File: src/rtl/qr_feeder.sv
// Buffers one ROWS x 4 signed matrix and streams it row by row into a QR array.
// Define QR_FEEDER_SKEW_EN to delay columns B/C/D by 1/2/3 cycles with a 3-cycle drain.
module qr_feeder #(
  parameter int ROWS  = 8,
  parameter int WIDTH = 13
) (
  input  logic                    clk,
  input  logic                    reset,
  input  logic                    wr_en,
  input  logic signed [WIDTH-1:0] wr_data,
  output logic                    wr_ready,
  input  logic                    qr_finish,
  output logic signed [WIDTH-1:0] data_outA,
  output logic signed [WIDTH-1:0] data_outB,
  output logic signed [WIDTH-1:0] data_outC,
  output logic signed [WIDTH-1:0] data_outD,
  output logic                    last_end,
  output logic                    out_valid,
  output logic                    frame_done
);

  localparam int NELEM = 4 * ROWS;
  localparam int IDXW  = $clog2(NELEM);
  localparam int RW    = $clog2(ROWS + 1);
  localparam logic [IDXW-1:0] LAST_IDX = IDXW'(NELEM - 1);
  localparam logic [RW-1:0]   LAST_ROW = RW'(ROWS - 1);

  typedef enum logic [2:0] {
    IDLE      = 3'd0,
    LOAD      = 3'd1,
    STREAM    = 3'd2,
    DRAIN     = 3'd3,
    WAIT_DONE = 3'd4
  } state_t;

  state_t                  state_r, state_s;
  logic [IDXW-1:0]         elem_cnt_r;
  logic [RW-1:0]           row_cnt_r;
  logic [RW-1:0]           rd_row_s;
  logic [IDXW-1:0]         rd_base_s;
  logic                    accept_s;
  logic                    start_s;
  logic                    ready_r;
  logic                    valid_r;
  logic                    last_r;
  logic                    done_r;
  logic signed [WIDTH-1:0] buf_r [NELEM];
  logic signed [WIDTH-1:0] col_s [4];
  logic signed [WIDTH-1:0] col_r [4];

  assign accept_s = wr_en && ready_r;
  assign start_s  = (state_r == LOAD) && (state_s == STREAM);

  // Next-state logic for the load/stream/drain/wait sequence
  always_comb begin
    state_s = state_r;
    case (state_r)
      IDLE: begin
        if (accept_s) state_s = LOAD;
        else          state_s = IDLE;
      end
      LOAD: begin
        if (accept_s && (elem_cnt_r == LAST_IDX)) state_s = STREAM;
        else                                      state_s = LOAD;
      end
      STREAM: begin
        if (row_cnt_r == LAST_ROW) begin
`ifdef QR_FEEDER_SKEW_EN
          state_s = DRAIN;
`else
          state_s = WAIT_DONE;
`endif
        end else begin
          state_s = STREAM;
        end
      end
      DRAIN: begin
        if (row_cnt_r == RW'(2)) state_s = WAIT_DONE;
        else                     state_s = DRAIN;
      end
      WAIT_DONE: begin
        if (qr_finish) state_s = IDLE;
        else           state_s = WAIT_DONE;
      end
      default: state_s = IDLE;
    endcase
  end

  // Row fetch: row 0 on stream entry, otherwise the row after the one on the outputs
  always_comb begin
    if (start_s) rd_row_s = '0;
    else         rd_row_s = row_cnt_r + RW'(1);
    rd_base_s = IDXW'({rd_row_s, 2'b00});
    for (int c = 0; c < 4; c++) begin
      col_s[c] = buf_r[rd_base_s + IDXW'(c)];
    end
  end

  // Element buffer; contents survive reset and are overwritten by the next frame
  always_ff @(posedge clk) begin
    if (accept_s && !reset) begin
      buf_r[elem_cnt_r] <= wr_data;
    end
  end

  // Control state, counters and column-A-aligned output registers
  always_ff @(posedge clk) begin
    if (reset) begin
      state_r    <= IDLE;
      elem_cnt_r <= '0;
      row_cnt_r  <= '0;
      ready_r    <= 1'b0;
      valid_r    <= 1'b0;
      last_r     <= 1'b0;
      done_r     <= 1'b0;
      for (int c = 0; c < 4; c++) col_r[c] <= '0;
    end else begin
      state_r <= state_s;
      ready_r <= (state_s == IDLE) || (state_s == LOAD);
      done_r  <= (state_r == WAIT_DONE) && qr_finish;
      if (accept_s) begin
        elem_cnt_r <= (elem_cnt_r == LAST_IDX) ? '0 : elem_cnt_r + IDXW'(1);
      end
      if (start_s) begin
        row_cnt_r <= '0;
      end else if (state_r == STREAM) begin
        row_cnt_r <= (row_cnt_r == LAST_ROW) ? '0 : row_cnt_r + RW'(1);
`ifdef QR_FEEDER_SKEW_EN
      end else if (state_r == DRAIN) begin
        row_cnt_r <= (row_cnt_r == RW'(2)) ? '0 : row_cnt_r + RW'(1);
`endif
      end
      if (start_s || ((state_r == STREAM) && (row_cnt_r != LAST_ROW))) begin
        for (int c = 0; c < 4; c++) col_r[c] <= col_s[c];
        valid_r <= 1'b1;
        last_r  <= (rd_row_s == LAST_ROW);
      end else begin
        for (int c = 0; c < 4; c++) col_r[c] <= '0;
        valid_r <= 1'b0;
        last_r  <= 1'b0;
      end
    end
  end

`ifdef QR_FEEDER_SKEW_EN
  logic signed [WIDTH-1:0] b_d1_r, c_d1_r, c_d2_r, d_d1_r, d_d2_r, d_d3_r;

  // Skew delay lines for columns B, C and D
  always_ff @(posedge clk) begin
    if (reset) begin
      b_d1_r <= '0;
      c_d1_r <= '0;
      c_d2_r <= '0;
      d_d1_r <= '0;
      d_d2_r <= '0;
      d_d3_r <= '0;
    end else begin
      b_d1_r <= col_r[1];
      c_d1_r <= col_r[2];
      c_d2_r <= c_d1_r;
      d_d1_r <= col_r[3];
      d_d2_r <= d_d1_r;
      d_d3_r <= d_d2_r;
    end
  end

  assign data_outB = b_d1_r;
  assign data_outC = c_d2_r;
  assign data_outD = d_d3_r;
`else
  assign data_outB = col_r[1];
  assign data_outC = col_r[2];
  assign data_outD = col_r[3];
`endif

  assign data_outA  = col_r[0];
  assign wr_ready   = ready_r;
  assign out_valid  = valid_r;
  assign last_end   = last_r;
  assign frame_done = done_r;

endmodule

File: config.mk
export PLATFORM = sky130hd
export DESIGN_NAME = qr_feeder
export DESIGN_NICKNAME = d
export VERILOG_FILES = /design/src/rtl/qr_feeder.sv
export SDC_FILE = /design/constraint.sdc
export NUM_CORES = 1
export LEC_CHECK = 0
export ABC_AREA = 1
export BUFFER_PORTS_ARGS = -buffer_cell sky130_fd_sc_hd__buf_2
export CAP_MARGIN = 20
export CELL_PAD_IN_SITES_DETAIL_PLACEMENT = 0
export CELL_PAD_IN_SITES_GLOBAL_PLACEMENT = 1
export CORE_ASPECT_RATIO = 0.7
export CORE_MARGIN = 2
export CORE_UTILIZATION = 25
export DETAILED_ROUTE_END_ITERATION = 10
export GPL_ROUTABILITY_DRIVEN = 1
export PLACE_DENSITY_LB_ADDON = 0.3
export SYNTH_ARGS = -nofsm -noshare
export SYNTH_HDL_FRONTEND = slang
export SYNTH_SLANG_ARGS = --single-unit
File: constraint.sdc
create_clock -name clk -period 3.6 [get_ports clk]
set_input_delay 0.72 -clock clk [delete_from_list [all_inputs] [get_ports clk]]
set_output_delay 0.72 -clock clk [all_outputs]
set_load 0.02 [all_outputs]
### Word-level counts from Yosys, hierarchy flattened

Memories as Yosys holds them, arrays and structs flattened.
Index checks and enable logic that the tools add are counted.

* bitwise logic cells: 9
* muxes and demuxes: 27
* reductions and logical operators: 13
* $add $sub $neg: 5
* equal/unequal tests: 11

Operator list (count)
* $mux W13: 8
* $pmux W3 S5: 1
* $mux W1: 11
* $add A5 B1 Y5 const B: 2
* $add A5 B2 Y5 const B: 2
* $eq A3 B2 Y1 const B: 3
* $mux W3: 3
* $eq A4 B3 Y1 const B: 2
* $mux W4: 2
* $or A1 B1 Y1: 8
* $eq A3 B1 Y1 const B: 2
* $logic_and A1 B1 Y1: 6
* $logic_not A3 Y1: 2
* $eq A5 B5 Y1 const B: 1
* $mux W5: 1
* $add A4 B1 Y4 const B: 1
* $eq A4 B2 Y1 const B: 1
* $ne A4 B3 Y1 const B: 1
* $reduce_or A2 Y1: 2
* $eq A3 B3 Y1 const B: 1
* $logic_or A1 B1 Y1: 2
* $mux W2: 1
* $logic_not A1 Y1: 1
* $not A1 Y1: 1

* RAM bits: 468
* register bits: 16
* memories kept: 2
* word-level logic and storage cells: 74
* bits of input ports: 17

Memories
* buf_r: words 32, bits a word 13, read ports 4, clocked after Yosys merged registers in 0, write ports 1, RTL line 47 `logic signed [WIDTH-1:0] buf_r [NELEM];`
* col_r: words 4, bits a word 13, read ports 4, clocked after Yosys merged registers in 0, write ports 4, RTL line 49 `logic signed [WIDTH-1:0] col_r [4];`

### Longest topological paths before layout

* word-level depth: 12
* depth in mapped cells: 15

### Worst setup path after synthesis

OpenSTA, ideal clock, no wires.

* path type: register to register
* from: reg row_cnt_r[0]
* to: mem col_r[1][0] (data pin)
* data arrival time: 1994 ps
* cell stages (with the launch flop): 14
* slack: 1353 ps
* period minus slack after synthesis: 2247 ps
* setup time: 253 ps
* cell sequence: dfxtp_1 -> inv_2 -> buf_2 -> buf_2 -> buf_2 -> ha_1 -> inv_1 -> nand2_4 -> inv_2 -> buf_6 -> buf_2 -> nand3_1 -> nand2_1 -> nor2_1

RTL lines
* start: declaration: RTL line 38 `logic [RW-1:0] row_cnt_r;`
* start signal: assignment: RTL line 127 `row_cnt_r <= (row_cnt_r == LAST_ROW) ? '0 : row_cnt_r + RW'(1);`
* end: declaration: RTL line 49

==> impl_metrics.toml <==
[routing]
drt-initial-drc-count = 1223
routed_wl_um = 55670
vias_per_cell = 4.426
drt_first_pass_iters = 5
antenna_left = 0
drc = 0
wl_per_cell_um = 19.57
dr_total_vias = 12592

[synthesis]
synth_seq_area_share_pct = 72.07
synth_edf_count = 442
syn_inst = 1662
ys_types = 35
syn_area_per_cell_um2 = 11.78
synth_area_mm2 = 0.01958
yosysWarnings = 0
ys_seq_elements = 484
ys.flop_type = "edfxtp_1"
async_reset_ff_share_pct = 0

[grt]
antenna_found_initial = 8
grt_pass1_wl_um = 82780
grt_pass1_vias = 12178
grt.overflow.total = 0
grt_max_degree = 184
grt_usage_pct = 13.64

[worst_setup_path]
cp.arrival_ps = 3550
crit_required_ps = 4030
startpoint_type = "flip-flop"
crit_type = "reg2reg"
r2r-end = "col_r[2][1]$_SDFFCE_PN0P_"
crit_path_end_kind = "flip-flop"
r2r_cells = 13
critPathMaxFanout = 38
rrSetupSlack_ps = 480
worstReg2RegStart = "elem_cnt_r[2]$_SDFFE_PP0P_"

[final_layout]
area_growth_pct = 16.98
seq_area_mm2 = 0.01411
fin_nets = 1786
drive_above_1_share_pct = 12.39
multiInputGateArea_mm2 = 0.004746
n_fill_cell = 7939
finish.utilization_pct = 29.67

[floorplan]
die_w_um = 338.5
die_area_mm2 = 0.08062
rows = 85
ioPinCount = 73
die_h_um = 238.2
core_mm2 = 0.07721
initial_core_util_pct = 25.36

[hold_path]
hold_path_end = "state_r[0]$_SDFF_PP0_"
whs_path_depth = 2
hp-class = "in2reg"
hp-start = "reset"

[sta]
period_minus_slack_ps = 3117
clock_skew_ps = 12.16
finalMaxSlewViolations = 0
finalSetupViolations = 0
tightest_slew_ps = 1029
fin_tns_setup_ps = 0
timing.fmax_mhz = 320.8
rsz0062_at_grt = "no"
max_slew_margin_pct = 31.43
hold_viol = 0
timing.final.crit_share_pct = 86.59

[clock_network]
cts_hold_buf = 0
cts_resized = 0
clkSinkCount = 484
tritoncts = "built"
post-cts-setup-buffers = 0
cts_buffers = 49
root_buffer = "clkbuf_16"
clock_path_buffers = 3
path_clk_slew_ps = 60
cts.htree.levels = 2
clk_latency_ps = 580

[run]
maxCapViolCount = 0

[power]
vdd_ir_drop_max_mv = 0.3044
power_w = 0.01150
power_density_mw_per_mm2 = 502.0
p_leak_nw = 8.310

[run_status]
outcome = "completed"

[place]
gp_routability_congestion = 0.7386
place_hpwl_um = 29350
port_buffers = 72
[how the worst max path moves through the flow]
stage	to	slack, ps	start
2_1_floorplan	col_r[1][0]$_SDFFCE_PP0P_	1350	row_cnt_r[0]$_SDFFE_PP0P_
3_3_place_gp	col_r[2][8]$_SDFFCE_PN0P_	620	elem_cnt_r[1]$_SDFFE_PP0P_
3_5_place_dp	col_r[2][3]$_SDFFCE_PN0P_	540	elem_cnt_r[2]$_SDFFE_PP0P_
4_1_cts	col_r[2][3]$_SDFFCE_PN0P_	520	elem_cnt_r[1]$_SDFFE_PP0P_
5_1_grt	col_r[2][6]$_SDFFCE_PN0P_	290	elem_cnt_r[2]$_SDFFE_PP0P_
6_report	col_r[2][1]$_SDFFCE_PN0P_	480	elem_cnt_r[2]$_SDFFE_PP0P_
[critical path, cell delays in order (launching register included)]
cell	delay, ps
dfxtp_1	450
inv_1	160
nor3_1	290
ha_1	230
inv_1	50
nor2_2	220
nand2_8	100
buf_4	290
nand2_1	130
nand2_1	80
inv_2	350
buf_4	400
nand2_1	100
nor2_1	90
[logic make-up (layout without fill, tap and decap cells)]
| group | count (synthesis) | after routing | synth area share, % |
|---|---|---|---|
| compound gates | 90 | 90 | 2.863 |
| other cells | 1 | 27 | 0.01915 |
| simple gates | 902 | 902 | 20.25 |
| xor+xnor | 3 | 3 | 0.1342 |
| buf+inv | 175 | 288 | 4.211 |
| flops | 484 | 484 | 72.07 |
| fa+ha+maj | 7 | 7 | 0.4472 |
[flip-flops by register name, summed over array words and instances (netlist names)]
signal,flops
out_valid,1
elem_cnt_r,5
wr_ready,1
last_end,1
frame_done,1
col_r,52
row_cnt_r,4
buf_r,416
state_r,3
[stage by stage]
step | setup slack, ps | instances | hold slack [ps] | instance area (um^2)
6_report | 482.8 | 2845 | 397.2 | 22910
5_1_grt | 291.4 | 2844 | 381.6 | 22910
4_1_cts | 517.6 | 2844 | 364.1 | 22910
3_5_place_dp | 540.4 | 2755 | 505.3 | 21300
3_3_place_gp | 616.8 | 2755 | 494.2 | 21300
2_1_floorplan | 1353 | 1687 | 475.3 | 19680
[layout make-up]
type	count	share of cell area, %
Clock inverter	28	1.294
Timing Repair Buffer	122	3.648
Clock buffer	61	5.735
Tap cell	1044	5.702
Antenna cell	1	0.01092
Inverter	77	1.284
Sequential cell	484	61.61
Multi-Input combinational cell	1028	20.72
[Yosys cell counts (2+ instances only)]
library cell	count	share of area, %
o21ai_1	18	0.46
nand3b_1	27	1.0
nand2_1	331	6.3
or2_1	9	0.29
a21oi_1	29	0.74
dfxtp_1	42	4.3
ha_1	7	0.45
inv_2	6	0.12
nand3_1	273	7.0
edfxtp_1	442	68
buf_6	12	0.69
buf_1	4	0.077
nor2_1	229	4.4
o21ai_0	13	0.33
buf_2	56	1.4
nor3_1	4	0.10
nand2_4	2	0.12
nor2_4	2	0.12
nand2_2	3	0.096
or2_2	17	0.54
inv_1	70	1.3
o2111ai_1	27	1.2
buf_4	2	0.077
clkbuf_1	24	0.46
xor2_1	3	0.13
[metal layers]
| layer | vias to the layer above | GRT usage, % | part of all wire (%) |
|---|---|---|---|
| met3 | 68 | 2.510 | 5.3 |
| met5 | - | 0 | 0.074 |
| met1 | 6233 | 20.60 | 50 |
| met2 | 321 | 20.17 | 43 |
| li1 | 5964 | - | - |
| met4 | 6 | 3.003 | 1.6 |
[power breakdown]
part / total, W / switching (W) / internal (W)
sequential: 0.00616 / 0.0000124 / 0.00615
combinational: 0.000173 / 0.000150 / 0.0000226
clock: 0.00516 / 0.00215 / 0.00301
[placed cells by master (no fill, tap or decap), drive strengths merged]
master    Yosys  routed
edfxtp      442     442
nand2       337     337
nand3       273     273
nor2        232     232
buf          74     122
inv          76      77
clkbuf       24      61
dfxtp        42      42
o21ai        31      31
a21oi        29      29
o2111ai      27      27
nand3b       27      27
or2          27      27
conb          1      26
clkinv        1      18
ha            7       7
bufinv        0       6
nor3          5       5
clkinvlp      0       4
xor2          3       3
diode         0       1
a31oi         1       1
nand4         1       1
o221ai        1       1
a2bb2oi       1       1
(Power assumes the default switching activity.)
